### src/rtl/multicycle_ctrl_if.sv
// multicycle_ctrl_if: instruction/data memory handshakes and datapath control bundle for the sequencer
interface multicycle_ctrl_if #(
  parameter int n     = 16,
  parameter int CNT_W = 32
);
  logic [n-1:0]     instr;
  logic             zero;
  logic             imem_req;
  logic             imem_ack;
  logic             dmem_req;
  logic             dmem_we;
  logic             dmem_ack;
  logic             ir_en;
  logic             mdr_en;
  logic             pcen;
  logic             regwrite;
  logic             memtoreg;
  logic             alusrc;
  logic             regdst;
  logic             jump;
  logic             pcsrc;
  logic [3:0]       alucontrol;
  logic             halted;
  logic             illegal;
  logic [CNT_W-1:0] cyc_count;
  logic [CNT_W-1:0] ret_count;
  modport master (
    input  instr, zero, imem_ack, dmem_ack,
    output imem_req, dmem_req, dmem_we, ir_en, mdr_en, pcen, regwrite, memtoreg,
           alusrc, regdst, jump, pcsrc, alucontrol, halted, illegal, cyc_count, ret_count
  );
  modport slave (
    output instr, zero, imem_ack, dmem_ack,
    input  imem_req, dmem_req, dmem_we, ir_en, mdr_en, pcen, regwrite, memtoreg,
           alusrc, regdst, jump, pcsrc, alucontrol, halted, illegal, cyc_count, ret_count
  );
endinterface

### src/rtl/multicycle_ctrl.sv
// multicycle_ctrl: fetch/decode/execute/memory/writeback sequencer for the 16-bit datapath; MC_PERF_CNT_EN adds cycle/retire counters
module multicycle_ctrl #(
  parameter int n     = 16,
  parameter int CNT_W = 32
) (
  input  logic              clk,
  input  logic              reset,
  multicycle_ctrl_if.master bus
);
  typedef enum logic [2:0] {
    S_RST, S_FETCH, S_DECODE, S_EXEC, S_MEM, S_WB, S_HALT
  } state_t;
  state_t     state_q, state_d;
  logic [6:0] ir_q, ir_d;
  logic       illegal_q, illegal_d;
  logic [3:0] op;
  logic [2:0] fn;
  logic       is_r, is_addi, is_lw, is_sw, is_beq, is_jr, is_halt, op_ok, fn_ok, sel;
  logic [3:0] r_alu;
  assign op      = ir_q[6:3];
  assign fn      = ir_q[2:0];
  assign is_r    = op == 4'h0;
  assign is_addi = op == 4'h1;
  assign is_lw   = op == 4'h2;
  assign is_sw   = op == 4'h3;
  assign is_beq  = op == 4'h4;
  assign is_jr   = op == 4'h5;
  assign is_halt = op == 4'hF;
  assign op_ok   = is_r | is_addi | is_lw | is_sw | is_beq | is_jr | is_halt;
  assign fn_ok   = fn <= 3'd4;
  assign r_alu   = fn == 3'd1 ? 4'b0110 :
                   fn == 3'd2 ? 4'b0000 :
                   fn == 3'd3 ? 4'b0001 :
                   fn == 3'd4 ? 4'b0111 : 4'b0010;
  // only opcode and funct are needed after fetch, so the IR keeps just those bits
  assign ir_d    = bus.ir_en ? bus.instr[n-1 -: 7] : ir_q;
  // state, instruction register and sticky illegal flag
  always_ff @(posedge clk or posedge reset) begin
    if (reset) begin
      state_q   <= S_RST;
      ir_q      <= '0;
      illegal_q <= 1'b0;
    end else begin
      state_q   <= state_d;
      ir_q      <= ir_d;
      illegal_q <= illegal_d;
    end
  end
  // next state and per-state strobes; acks only matter in the state that issues the request
  always_comb begin
    state_d      = state_q;
    illegal_d    = illegal_q;
    bus.imem_req = 1'b0;
    bus.dmem_req = 1'b0;
    bus.dmem_we  = 1'b0;
    bus.ir_en    = 1'b0;
    bus.mdr_en   = 1'b0;
    bus.pcen     = 1'b0;
    bus.regwrite = 1'b0;
    bus.memtoreg = 1'b0;
    bus.jump     = 1'b0;
    bus.pcsrc    = 1'b0;
    bus.halted   = 1'b0;
    case (state_q)
      S_RST:    state_d = S_FETCH;
      S_FETCH: begin
        bus.imem_req = 1'b1;
        bus.ir_en    = bus.imem_ack;
        state_d      = bus.imem_ack ? S_DECODE : S_FETCH;
      end
      S_DECODE: state_d = S_EXEC;
      S_EXEC: begin
        illegal_d = illegal_q | ~op_ok | (is_r & ~fn_ok);
        bus.pcsrc = is_beq & bus.zero;
        bus.jump  = is_jr;
        bus.pcen  = ~(is_r | is_addi | is_lw | is_sw | is_halt);
        state_d   = (is_r | is_addi) ? S_WB :
                    (is_lw | is_sw)  ? S_MEM :
                    is_halt          ? S_HALT : S_FETCH;
      end
      S_MEM: begin
        bus.dmem_req = 1'b1;
        bus.dmem_we  = is_sw;
        bus.pcen     = bus.dmem_ack & is_sw;
        bus.mdr_en   = bus.dmem_ack & is_lw;
        state_d      = !bus.dmem_ack ? S_MEM : is_sw ? S_FETCH : S_WB;
      end
      S_WB: begin
        bus.regwrite = 1'b1;
        bus.pcen     = 1'b1;
        bus.memtoreg = is_lw;
        state_d      = S_FETCH;
      end
      S_HALT:   bus.halted = 1'b1;
      default:  state_d = S_RST;
    endcase
  end
  assign sel            = state_q == S_EXEC || state_q == S_MEM || state_q == S_WB;
  assign bus.regdst     = sel & is_r;
  assign bus.alusrc     = sel & (is_addi | is_lw | is_sw);
  assign bus.alucontrol = !sel ? 4'b0000 : is_beq ? 4'b0110 : !is_r ? 4'b0010 : r_alu;
  assign bus.illegal    = illegal_q;
`ifdef MC_PERF_CNT_EN
  logic [CNT_W-1:0] cyc_q, cyc_d, ret_q, ret_d;
  assign cyc_d = cyc_q + CNT_W'(state_q != S_RST && state_q != S_HALT);
  assign ret_d = ret_q + CNT_W'(bus.pcen);
  // free-running performance counters, wrapping naturally
  always_ff @(posedge clk or posedge reset) begin
    if (reset) begin
      cyc_q <= '0;
      ret_q <= '0;
    end else begin
      cyc_q <= cyc_d;
      ret_q <= ret_d;
    end
  end
  assign bus.cyc_count = cyc_q;
  assign bus.ret_count = ret_q;
`else
  assign bus.cyc_count = {CNT_W{1'b0}};
  assign bus.ret_count = {CNT_W{1'b0}};
`endif
endmodule
### src/flat_wrapper.sv
// flat-port wrapper written by rule: the top's interface ports become plain ports
module multicycle_ctrl_flat 
#(
  parameter int n     = 16,
  parameter int CNT_W = 32
)
  (clk, reset, bus_instr, bus_zero, bus_imem_ack, bus_dmem_ack, bus_imem_req, bus_dmem_req, bus_dmem_we, bus_ir_en, bus_mdr_en, bus_pcen, bus_regwrite, bus_memtoreg, bus_alusrc, bus_regdst, bus_jump, bus_pcsrc, bus_alucontrol, bus_halted, bus_illegal, bus_cyc_count, bus_ret_count);
  multicycle_ctrl_if #(.n(n), .CNT_W(CNT_W)) bus_i ();
  input  logic clk;
  input  logic reset;
  input wire logic [$bits(bus_i.instr)-1:0] bus_instr;
  input wire logic [$bits(bus_i.zero)-1:0] bus_zero;
  input wire logic [$bits(bus_i.imem_ack)-1:0] bus_imem_ack;
  input wire logic [$bits(bus_i.dmem_ack)-1:0] bus_dmem_ack;
  output wire logic [$bits(bus_i.imem_req)-1:0] bus_imem_req;
  output wire logic [$bits(bus_i.dmem_req)-1:0] bus_dmem_req;
  output wire logic [$bits(bus_i.dmem_we)-1:0] bus_dmem_we;
  output wire logic [$bits(bus_i.ir_en)-1:0] bus_ir_en;
  output wire logic [$bits(bus_i.mdr_en)-1:0] bus_mdr_en;
  output wire logic [$bits(bus_i.pcen)-1:0] bus_pcen;
  output wire logic [$bits(bus_i.regwrite)-1:0] bus_regwrite;
  output wire logic [$bits(bus_i.memtoreg)-1:0] bus_memtoreg;
  output wire logic [$bits(bus_i.alusrc)-1:0] bus_alusrc;
  output wire logic [$bits(bus_i.regdst)-1:0] bus_regdst;
  output wire logic [$bits(bus_i.jump)-1:0] bus_jump;
  output wire logic [$bits(bus_i.pcsrc)-1:0] bus_pcsrc;
  output wire logic [$bits(bus_i.alucontrol)-1:0] bus_alucontrol;
  output wire logic [$bits(bus_i.halted)-1:0] bus_halted;
  output wire logic [$bits(bus_i.illegal)-1:0] bus_illegal;
  output wire logic [$bits(bus_i.cyc_count)-1:0] bus_cyc_count;
  output wire logic [$bits(bus_i.ret_count)-1:0] bus_ret_count;
  assign bus_i.instr = bus_instr;
  assign bus_i.zero = bus_zero;
  assign bus_i.imem_ack = bus_imem_ack;
  assign bus_i.dmem_ack = bus_dmem_ack;
  assign bus_imem_req = bus_i.imem_req;
  assign bus_dmem_req = bus_i.dmem_req;
  assign bus_dmem_we = bus_i.dmem_we;
  assign bus_ir_en = bus_i.ir_en;
  assign bus_mdr_en = bus_i.mdr_en;
  assign bus_pcen = bus_i.pcen;
  assign bus_regwrite = bus_i.regwrite;
  assign bus_memtoreg = bus_i.memtoreg;
  assign bus_alusrc = bus_i.alusrc;
  assign bus_regdst = bus_i.regdst;
  assign bus_jump = bus_i.jump;
  assign bus_pcsrc = bus_i.pcsrc;
  assign bus_alucontrol = bus_i.alucontrol;
  assign bus_halted = bus_i.halted;
  assign bus_illegal = bus_i.illegal;
  assign bus_cyc_count = bus_i.cyc_count;
  assign bus_ret_count = bus_i.ret_count;
  multicycle_ctrl #(.n(n), .CNT_W(CNT_W)) u_core (.clk(clk), .reset(reset), .bus(bus_i));
endmodule
### config.mk
export PLATFORM = sky130hd
export DESIGN_NAME = multicycle_ctrl_flat
export DESIGN_NICKNAME = d
export VERILOG_FILES = /design/src/rtl/multicycle_ctrl_if.sv /design/src/rtl/multicycle_ctrl.sv /design/src/flat_wrapper.sv
export SDC_FILE = /design/constraint.sdc
export NUM_CORES = 1
export LEC_CHECK = 0
export CAP_MARGIN = 5
export CORE_MARGIN = 5
export CORE_UTILIZATION = 33
export CTS_BUF_LIST = sky130_fd_sc_hd__clkbuf_8
export DETAILED_ROUTE_END_ITERATION = 6
export PLACE_DENSITY = 0.94
export SLEW_MARGIN = 5
export SYNTH_ARGS = -nofsm -noshare
export SYNTH_HDL_FRONTEND = slang
export SYNTH_SLANG_ARGS = --single-unit
### constraint.sdc
create_clock -name clk -period 2.1 [get_ports clk]
set_clock_uncertainty 0.15 [all_clocks]
set_input_delay 0.21 -clock clk [delete_from_list [all_inputs] [get_ports clk]]
set_output_delay 0.21 -clock clk [all_outputs]
set_load 0.01 [all_outputs]
Word-level counts from Yosys, hierarchy flattened
Cells that the tools add are included.
- output and inout bits: 82
- bits of input ports: 21
- register bits after elaboration: 11
- eq/ne operators: 16
- order comparisons: 1
- bitwise operators: 21
- muxes and demuxes: 25
- reductions and logical operators: 5
- operator list (cell ; number):
    $mux 4 ; 6
    $mux 3 ; 6
    $pmux 3 s6 ; 1
    $eq 3x2->1 const B ; 4
    $eq 3x3->1 const B ; 4
    $or 1x1->1 ; 12
    $mux 1 ; 10
    $eq 4x2->1 const B ; 2
    $eq 4x3->1 const B ; 2
    $and 1x1->1 ; 6
    $eq 3x1->1 const B ; 2
    $eq 4x1->1 const B ; 1
    $eq 4x4->1 const B ; 1
    $logic_not 4->1 ; 1
    $le 3x3->1 const B ; 1
    $logic_not 3->1 ; 1
    $not 1->1 ; 3
    $pmux 1 s3 ; 1
    $logic_or 1x1->1 ; 2
    $mux 2 ; 1
    $reduce_or 2->1 ; 1

Depth between registers and ports, before layout
- depth after elaboration: 10
- mapped depth: 4
- mapped depth without buffers: 3

Worst setup path after synthesis
No wires, ideal clock.
- kind: register to output
- start point: reg u_core.ir_q[3]
- end point: out bus_alucontrol[0]
- buffers on the path: 1
- data arrival time: 1.324 ns
- cell stages (with the launch flop): 4
- setup slack: 0.416 ns
- data required time: 1.740 ns
- path through: dfrtp_1 > buf_6 > or4_4 > nor3_1
- word-level cells in the longest chain between the ends: 4
- elaborated cells between the ends (all ways): 5
- those cells by class: eq/ne: 1; mux: 3; reduce/logical: 1
- RTL lines (what ; RTL line ; RTL):
    start: declaration ; multicycle_ctrl.sv:14 ; logic [6:0] ir_q, ir_d;
    start signal: assignment ; multicycle_ctrl.sv:45 ; ir_q <= ir_d;
    $logic_not 4->1 ; multicycle_ctrl.sv:22 ; assign is_r = op == 4'h0;
    $mux 4 ; multicycle_ctrl.sv:101 ; assign bus.alucontrol = !sel ? 4'b0000 : is_beq ? 4'b0110 : !is_r ? 4'b0010 : r_alu;
    $mux 4 * (2 in a row) ; multicycle_ctrl.sv:101 ;
    end: declaration ; flat_wrapper.sv:27 ; output wire logic [$bits(bus_i.alucontrol)-1:0] bus_alucontrol;
Mark *: on every way between the ends. The rest lies on a longest branch, timed or not.

Worst setup path after layout
- start point: reg u_core.state_q[2]
- end point: out bus_ir_en
- word-level cells in the longest chain between the ends: 2
- RTL lines (what ; RTL line ; RTL):
    start: declaration ; multicycle_ctrl.sv:13 ; state_t state_q, state_d;
    start signal: assignment ; multicycle_ctrl.sv:44 ; state_q <= state_d;
    $eq 3x1->1 ; multicycle_ctrl.sv:64 ; case (state_q)
    $mux 1 ; multicycle_ctrl.sv:64 ;
    end: declaration ; flat_wrapper.sv:18 ; output wire logic [$bits(bus_i.ir_en)-1:0] bus_ir_en;
No other way between the ends.

==> flow_summary.json <==
{
  "wl_per_cell_um": 10.9,
  "syn_area_per_cell_um2": 8.46,
  "nets": 201,
  "grtUsageTotal": 0.0882,
  "worstSetupPathType": "flip-flop to output pin",
  "area_delta_synth_final_pct": 14.9,
  "synthArstFlopShare": 1.00,
  "placement.cell_area_mm2": 0.00134,
  "period_minus_slack_ns": 2.03,
  "cp_slowest_stage_delay_ns": 0.55,
  "yosysTopAreaCell": "buf_4",
  "root_buffer": "clkbuf_8",
  "slew_viol_final": 0,
  "startpoint": "u_core.state_q[2]",
  "grt_pass1_wl_um": 3630,
  "preCtsSetupSlack_ns": -0.0128,
  "drc": 0,
  "cpLargestDelayFamily": "buffers and inverters",
  "hold-worst-slack_ns": 0.112,
  "synth_flop_cell": "dfrtp_1",
  "netlist_instances": 144,
  "grt_max_degree": 12,
  "finalSetupViolations": 0,
  "synth.area.top_cells": "buf_4 40%, dfrtp_1 23%, mux2_2 6.5%",
  "crit_fanout": 6,
  "min_path_type": "input pin to async pin",
  "totalWireLength_um": 2490,
  "instances_no_fill": 227,
  "dp_hpwl_um": 2160,
  "dr.pass1.iters": 4,
  "overflow": 0,
  "outcome": "finished, final reports clean",
  "powerDensity_mw_per_mm2": 1120,
  "irDropWorstVdd_mv": 0.636,
  "clock_latency_ns": 0.24,
  "p_leak_nw": 0.735,
  "synth_top_area_frac": 0.400,
  "clock_path_buffers": 2,
  "ios": 103,
  "coreArea_mm2": 0.00361,
  "cp.arrival_ns": 1.67,
  "die_w_um": 70.8,
  "grt_antenna_before_repair": 0,
  "vias": 883,
  "place_inst": 222,
  "syn-cell-area_mm2": 0.00122,
  "clk_pin_slew_worst_paths_ns": 0.05,
  "row_count": 22,
  "synth_common_cells": "65 x buf_4, 11 x dfrtp_1, 7 x mux2_2, 6 x nor2_1",
  "cts_max_level": 1,
  "drtAntennaViolNets": 0,
  "cts.sinks": 11,
  "port-buffer-count": 28,
  "cp-start-kind": "flip-flop",
  "reg2reg_from": "u_core.state_q[2]",
  "synth_edf_count": 0,
  "hold_viol": 0,
  "cts_tree": "built",
  "synth_cell_type_count": 35,
  "crit_chain": "buf_4 > nand2b_1 > nor2_4 > clkdlybuf4s50_1",
  "setup_tns_ns": 0,
  "cap_violations": 0,
  "ys_ff_latch": 11,
  "grt_pass1_vias": 848,
  "maxClockFrequency_ghz": 0.493,
  "viasPerCell": 3.89,
  "gp_congestion": 0.723,
  "setup_ws_ns": 0.0726,
  "worstSetupEndpointType": "output pin",
  "die_y_um": 70.8,
  "dieArea_mm2": 0.00501,
  "timing.critical_path.buf_inv": 2,
  "cp.required_ns": 1.74,
  "fin_area_mm2": 0.00140,
  "ys_warn_count": 0,
  "synth.most_common_cell": "buf_4",
  "reg2reg_setup_slack_ns": 0.44,
  "post-route-period-util": 0.965,
  "diodes": 0,
  "drtIter0Drc": 11,
  "rsz0062_at_grt": "false",
  "cp_slowest_cell": "clkdlybuf4s50_1",
  "drive_above_1_share": 0.168,
  "start_util": 0.338,
  "yosysSeqAreaShare": 0.226,
  "cts_buffers": 3
}
sequential cells by signal, indices dropped and copies added, names as in the netlist:
register	flops
u_core.bus.illegal	1
u_core.state_q	3
u_core.ir_q	7
what timing repair did:
action | CTS | global route
buffers inserted | 0 | 1
resized for setup | 15 | 5
endpoints found under the hold margin | 0 | 0
setup endpoints to repair | 11 | 2
hold buffers | 0 | 0
final timing paths:
path                                       to  cells after the start
setup / recovery                    bus_ir_en                      4
hold / removal                 u_core.ir_q[0]                      2
setup reg to reg               u_core.ir_q[2]                      5
hold reg to reg            u_core.bus.illegal                      1
max in group asynchronous   u_core.state_q[0]                      2
min in group clk           u_core.bus.illegal                      1
final cells by class:
| class | count | area, um^2 |
|---|---|---|
| Sequential cell | 11 | 278 |
| Clock buffer | 3 | 41.3 |
| Multi-Input combinational cell | 123 | 668 |
| Timing Repair Buffer | 37 | 334 |
| Inverter | 4 | 15.0 |
| Fill cell | 383 | 2210 |
| Clock inverter | 1 | 3.75 |
| Tap cell | 48 | 60.1 |
cell usage in the layout, fill, tap and decap left out, types with 2 or more instances in the layout:
master | Yosys | routed
mux2_2 | 7 | 7
conb_1 | 1 | 65
nand2b_1 | 3 | 3
dfrtp_1 | 11 | 9
nand2_1 | 4 | 4
o21ai_0 | 3 | 3
clkbuf_8 | 0 | 3
a21oi_1 | 3 | 3
buf_4 | 65 | 9
dlygate4sd2_1 | 0 | 9
clkdlybuf4s50_1 | 0 | 17
nor2_1 | 6 | 6
a21o_1 | 3 | 3
nand3_1 | 2 | 2
o211ai_1 | 2 | 2
dfrtp_2 | 0 | 2
inv_1 | 4 | 5
nor3b_1 | 3 | 2
nor3_1 | 4 | 3
nor2b_1 | 2 | 2
metrics by stage:
stage	utilization	total power, mW
2_1_floorplan	-	1.10
3_5_place_dp	0.372	1.34
6_report	0.388	1.57
4_1_cts	0.384	1.55
3_3_place_gp	0.372	1.31
5_1_grt	0.388	1.69
cells by family (layout without fill, tap and decap cells):
family,after synthesis,count (layout),synth area share
AOI/OAI and AO/OA,16,16,0.0883
xor gates and xnor gates,1,1,0.00719
buffers and inverters,74,45,0.438
DFF,11,11,0.226
muxes,7,7,0.0647
other,1,65,0.00308
and+or+nand+nor,34,34,0.172
routing by layer:
metal  wire (um)  GRT usage
met5           0          0
met3         239    0.00426
met2        1410      0.178
met1         723     0.0749
met4         112     0.0793
where the power goes:
| group | internal (mW) | switching [mW] |
|---|---|---|
| clock network | 0.128 | 0.0738 |
| logic | 0.468 | 0.460 |
| registers | 0.316 | 0.122 |
Power figures use the tool's default switching activity.
